## config.mk

```make
export PLATFORM = sky130hd
export DESIGN_NAME = logic_unit_pipe
export DESIGN_NICKNAME = d
export VERILOG_FILES = /design/src/rtl/logic_unit_pkg.sv /design/src/rtl/logic_op_core.sv /design/src/rtl/logic_unit_pipe.sv
export SDC_FILE = /design/constraint.sdc
export NUM_CORES = 1
export LEC_CHECK = 0
export ABC_AREA = 1
export CAP_MARGIN = 5
export CORE_MARGIN = 2
export CORE_UTILIZATION = 67
export DETAILED_ROUTE_END_ITERATION = 10
export DONT_BUFFER_PORTS = 1
export PLACE_DENSITY_LB_ADDON = 0.1
export SYNTH_ARGS = -nofsm -noshare
export SYNTH_HDL_FRONTEND = slang
export SYNTH_HIERARCHICAL = 1
export SYNTH_SLANG_ARGS = --single-unit
```

## constraint.sdc

```tcl
create_clock -name clk -period 3.95 [get_ports clk]
set_input_delay 0.395 -clock clk [delete_from_list [all_inputs] [get_ports clk]]
set_output_delay 0.395 -clock clk [all_outputs]
set_load 0.1 [all_outputs]
```

## src/rtl/logic_unit_pkg.sv

```systemverilog
// Shared types for the pipelined bitwise logic unit: op encoding and accumulator FSM state.
package logic_unit_pkg;

   localparam int unsigned OP_W = 3;

   typedef enum logic [OP_W-1:0] {
      OP_AND  = 3'b000,
      OP_OR   = 3'b001,
      OP_XOR  = 3'b010,
      OP_NOR  = 3'b011,
      OP_NAND = 3'b100,
      OP_XNOR = 3'b101,
      OP_PASS = 3'b110,
      OP_NOT  = 3'b111
   } op_e;

   typedef enum logic {
      ACC_IDLE = 1'b0,
      ACC_RUN  = 1'b1
   } acc_state_e;

endpackage

```

## src/rtl/logic_op_core.sv

```systemverilog
// Combinational bitwise op with legacy enable gating (en=0 forces a zero result).
module logic_op_core
   import logic_unit_pkg::*;
#(
   parameter int unsigned WIDTH = 4
) (
   input  logic              en,
   input  logic [OP_W-1:0]   op,
   input  logic [WIDTH-1:0]  a,
   input  logic [WIDTH-1:0]  b,
   output logic [WIDTH-1:0]  f_c
);

   always_comb begin
      f_c = '0;
      if (en) begin
         case (op_e'(op))
            OP_AND:  f_c = a & b;
            OP_OR:   f_c = a | b;
            OP_XOR:  f_c = a ^ b;
            OP_NOR:  f_c = ~(a | b);
            OP_NAND: f_c = ~(a & b);
            OP_XNOR: f_c = ~(a ^ b);
            OP_PASS: f_c = a;
            OP_NOT:  f_c = ~a;
            default: f_c = '0;
         endcase
      end
   end

endmodule

```

## src/rtl/logic_unit_pipe.sv

```systemverilog
// Two-stage valid/ready bitwise logic unit with registered flags and optional OR-accumulate.
module logic_unit_pipe
   import logic_unit_pkg::*;
#(
   parameter int unsigned WIDTH      = 4,
   parameter bit          ACC_ENABLE = 1'b1
) (
   input  logic              clk,
   input  logic              rst_n,
   input  logic              in_valid,
   output logic              in_ready,
   input  logic              en,
   input  logic [OP_W-1:0]   op,
   input  logic              acc,
   input  logic              last,
   input  logic [WIDTH-1:0]  rd1,
   input  logic [WIDTH-1:0]  rd2,
   output logic              out_valid,
   input  logic              out_ready,
   output logic [WIDTH-1:0]  result,
   output logic              zero,
   output logic              parity
);

   logic              s1_valid;
   logic [WIDTH-1:0]  s1_rd1, s1_rd2;
   logic [OP_W-1:0]   s1_op;
   logic              s1_en, s1_acc, s1_last;
   logic              adv2, xfer;
   logic [WIDTH-1:0]  f_c, res_c;

   assign adv2     = !out_valid || out_ready;
   assign in_ready = !s1_valid || adv2;
   assign xfer     = s1_valid && adv2;

   // Stage 1: operand/control capture
   always_ff @(posedge clk or negedge rst_n) begin
      if (!rst_n) begin
         s1_valid <= 1'b0;
         s1_rd1   <= '0;
         s1_rd2   <= '0;
         s1_op    <= '0;
         s1_en    <= 1'b0;
         s1_acc   <= 1'b0;
         s1_last  <= 1'b0;
      end else begin
         if (in_ready) s1_valid <= in_valid;
         if (in_valid && in_ready) begin
            s1_rd1  <= rd1;
            s1_rd2  <= rd2;
            s1_op   <= op;
            s1_en   <= en;
            s1_acc  <= acc;
            s1_last <= last;
         end
      end
   end

   logic_op_core #(.WIDTH(WIDTH)) u_core (
      .en  (s1_en),
      .op  (s1_op),
      .a   (s1_rd1),
      .b   (s1_rd2),
      .f_c (f_c)
   );

   if (ACC_ENABLE) begin : g_acc
      acc_state_e       state_q, state_d;
      logic [WIDTH-1:0] acc_q, acc_d;

      always_ff @(posedge clk or negedge rst_n) begin
         if (!rst_n) begin
            state_q <= ACC_IDLE;
            acc_q   <= '0;
         end else begin
            state_q <= state_d;
            acc_q   <= acc_d;
         end
      end

      // Result merge is combinational; state only moves when the beat leaves S1
      always_comb begin
         state_d = state_q;
         acc_d   = acc_q;
         res_c   = f_c;
         if (s1_acc && state_q == ACC_RUN) res_c = acc_q | f_c;
         if (xfer && s1_acc) begin
            case (state_q)
               ACC_IDLE: begin
                  if (!s1_last) begin
                     acc_d   = f_c;
                     state_d = ACC_RUN;
                  end
               end
               ACC_RUN: begin
                  if (s1_last) begin
                     acc_d   = '0;
                     state_d = ACC_IDLE;
                  end else begin
                     acc_d   = acc_q | f_c;
                  end
               end
               default: state_d = ACC_IDLE;
            endcase
         end
      end
   end else begin : g_noacc
      logic unused_acc_ctl;
      assign unused_acc_ctl = s1_acc ^ s1_last;
      assign res_c          = f_c;
   end

   // Stage 2: result and flags, held while downstream stalls
   always_ff @(posedge clk or negedge rst_n) begin
      if (!rst_n) begin
         out_valid <= 1'b0;
         result    <= '0;
         zero      <= 1'b0;
         parity    <= 1'b0;
      end else if (adv2) begin
         out_valid <= s1_valid;
         if (s1_valid) begin
            result <= res_c;
            zero   <= (res_c == '0);
            parity <= ^res_c;
         end
      end
   end

endmodule
```

==> results.md <==
* Status: complete, no violations
* Routed len/inst at about 14 um
* Slowest CP cell: dfrtp_1
* Slew @ Worst Pin at approximately 0.91 ns
* Final Critical Period at approximately 2.3 ns
* M1 GR Usage at ~38%
* Total track usage at between 20% and 30%
* Cell chain of the critical path: inv_2, nand3_1, nand2_1, nand2_1, nand3_1, nor2_1, nor2_1, inv_1, nand2_1, o21ai_0, ha_1, xnor2_1, o21ai_0
* RR Endpoint: parity$_DFFE_PN0P_
* Chip height at between 50 and 60 um
* Via Count at approximately 1500
* Seq pwr share at 58.9%
* Fin area at roughly 1700 um^2
* Cell mode on critical path: nand2_1
* Cell area after placement at around 1700 um^2
* Met2 Resource Use GR at 42.57%
* Largest net degree at the start of global routing at 28
* Critical Path Stages at 13
* Pleak at just over 0.9 nW
* Gr busiest metal: met2
* Post-Syn Area at 1692 um^2
* Top_reg_cell synth: dfrtp_1
* Clock latency on the worst-skew pair at ~0.33 ns
* Die area at a little under 3000 um^2
* Global-route wire length before repair at ~5600 um
* Hold_ws at 0.1799 ns
* Cell with the most instances after synthesis: nand2_1
* Vias in the first global route at between 1000 and 1500
* Root Driver: clkbuf_4
* Cell taking the most area after synthesis: dfrtp_1
* Fillcell total at between 200 and 250
* Fin nets at between 200 and 250
* Clk pwr share at about an eighth
* Max IR drop VDD at between 400 and 500 uV
* Startpoint class of the critical path: register
* Port buffer count at 0
* Post-synth EDFFs at 0
* Synth cell count leaders: 68 x nand2_1, 27 x dfrtp_1, 25 x inv_1, 19 x nand3_1
* Final Cycle Share at 58.82%
* Post-CTS Setup Inserts at 0
* Max FO, Critical Path at 13
* Detail Route Antenna Nets at 0
* Yosys warnings at 6
* Max-cap violations at 0
* Clk sinks at 27
* Comb power frac at approximately 28%
* Share of the synthesized area in the top cell type at 39.94%
* Internal power at 0.0004745 W
* Routed WL at between 3000 and 4000 um
* R2R cell count at 13
* Crit. Startpoint: s1_op[0]$_DFFE_PN0P_
* DRC at 0
* Rows at 18
* Hold depth at 1
* Width of the die at approximately 54 um
* Routed vias/inst at ~5.8
* Worst setup endpoint: parity$_DFFE_PN0P_
* Hold crit path type: in2reg
* Total gr overflow at 0
* Syn_area_per_cell at approximately 7.6 um^2
* CTS max path bufs at 2
* 1st-pass router iterations at 4
* Sequential share of the synthesized area at about two fifths
* P per Cell Area at around 560 nW/um^2
* Clock skew at ~0.014 ns
* Post-Syn Instances at 222
* Worst path bufs/invs at 2
* TNS Setup at 0 ns
* Initial core utilization at between 60 and 70%
* CTS clk-pin slew, worst paths at 0.16 ns
* Hold Vio Cnt, Final at 0
* CTS tree: built
* Initial antenna violation count at 0
* Netlist cell types at 22
* Switching pwr at roughly 0.00049 W
* Met3 Track Usage GR at 3.005%
* IO Pins at 26
* H-tree levels at 1
* Sw Share at between 50 and 60%
* # setup viols final at 0
* Critical path's largest stage delay at approximately 0.57 ns
* Kind of critical path: reg2reg
* #FFs+latches synth at 27
* Area growth from synthesis to layout at 1.923%
* Crit path max-delay family: simple AND/OR/NAND/NOR gates
* Worst EP required at 4.17 ns
* Critical path endpoint category: register
* Largest cells by area after synthesis: dfrtp_1 40%, nand2_1 15%, ha_1 7.4%
* Layout cells sized above 1 at ~6.4%
* Maximum clock rate at ~430 MHz
* Final-report max-slew violation count at 0
* Post-synth ARST share at 100.0%
* Util after Layout at 70.88%
* Syn Nets at 250
* Flop2flop setup slack at 1.63 ns
* Critical path arrival at ~2.5 ns
* Unrepaired setup endpoints after global routing: false
* 1st-iter DRT viols at 36
* Worst R2R Start: s1_op[0]$_DFFE_PN0P_
* Rel. slew slack at roughly two fifths
* Core Box Area at 2432 um^2
* Routability congestion estimate at 0.8969
* CTS buffer count at 3
* Detailed placer's ending HPWL at about 2600 um
* Inserted Diodes at 0
-- worst register-to-register path: cells and delay by family, from the launching register on --
family / cells / cell delay [ns]
buffers and inverters: 2 / 0.30
AO/OA/AOI/OAI: 2 / 0.22
flip-flops: 1 / 0.57
XOR/XNOR: 1 / 0.14
AND/OR/NAND/NOR: 7 / 0.65
adder cells (fa/ha/maj): 1 / 0.34
-- layout by cell type, fill, tap and decap left out, types with 2 or more instances in the layout --
cell and n:
nand3_1 19, nand3b_1 4, nand3_2 3, nor2_1 11
dfrtp_1 27, clkbuf_4 3, nand4_1 18, nand2_1 68
ha_1 10, o21a_1 2, o21ai_0 18, inv_1 25
-- area by class of cell --
| type | count | area, um^2 | share of cell area [%] |
|---|---|---|---|
| Multi-Input combinational cell | 160 | 845.8 | 49.06 |
| Sequential cell | 27 | 675.6 | 39.19 |
| Inverter | 26 | 97.59 | 5.660 |
| Timing Repair Buffer | 3 | 37.54 | 2.177 |
| Tap cell | 30 | 37.54 | 2.177 |
| Clock buffer | 3 | 22.52 | 1.306 |
| Clock inverter | 1 | 7.507 | 0.4354 |
-- metal layers --
layer / wire length (um) / vias up
met1: 1580 / 684
li1: - / 720
met4: 13 / 0
met3: 186 / 2
met5: 0 / -
met2: 1665 / 47
-- timing repair --
| action | in CTS | in global routing |
|---|---|---|
| gates resized for setup | 0 | 0 |
| hold buffers | 2 | 0 |
| setup endpoints to repair | 0 | 0 |
| endpoints found under the hold margin | 27 | 0 |
-- kinds of logic (layout without fill, tap and decap cells) --
group                    count (synthesis)  in the layout  synth area share [%]
buffers and inverters                   35             33                 10.06
adder cells (fa/ha/maj)                 10             10                 7.396
XOR/XNOR                                 1              1                0.5178
AND/OR/NAND/NOR                        126            126                 34.76
flip-flops                              27             27                 39.94
AO/OA/AOI/OAI                           23             23                 7.322
-- how the worst min path moves through the flow --
stage,slack (ns),start,endpoint
after floorplan,0.1,rst_n,g_acc.acc_q[0]$_DFFE_PN0P_
after global placement,0.10,rst_n,s1_rd1[3]$_DFFE_PN0P_
after detailed placement,0.10,rst_n,s1_rd1[3]$_DFFE_PN0P_
after CTS,0.17,last,s1_last$_DFFE_PN0P_
after global routing,0.16,last,s1_last$_DFFE_PN0P_
final,0.18,last,s1_last$_DFFE_PN0P_
-- power groups by stage --
| stage | Sequential [W] | Combinational [W] | Clock (W) |
|---|---|---|---|
| after global routing | 0.000582 | 0.000316 | 0.000135 |
| after CTS | 0.000570 | 0.000276 | 0.000125 |
| after detailed placement | 0.000575 | 0.000265 | 0 |
| after floorplan | 0.000556 | 0.000233 | 0 |
| final | 0.000570 | 0.000275 | 0.000122 |
| after global placement | 0.000570 | 0.000254 | 0 |
-- sequential cells by signal, indices dropped and copies added, names as in the netlist --
| name | count |
|---|---|
| s1_last | 1 |
| out_valid | 1 |
| result | 4 |
| s1_op | 3 |
| s1_valid | 1 |
| s1_en | 1 |
| parity | 1 |
| zero | 1 |
| s1_rd1 | 4 |
| s1_acc | 1 |
| g_acc.state_q | 1 |
| s1_rd2 | 4 |
| g_acc.acc_q | 4 |
-- per-stage QoR --
step	power, W	worst slack, ns	std cells
4_1_cts	0.0009717	1.650	250
3_5_place_dp	0.0008406	1.674	244
6_report	0.0009670	1.627	250
2_1_floorplan	0.0007899	1.931	222
5_1_grt	0.001034	1.450	250
3_3_place_gp	0.0008237	1.720	244
No activity file was read; power rests on OpenSTA's default activity.
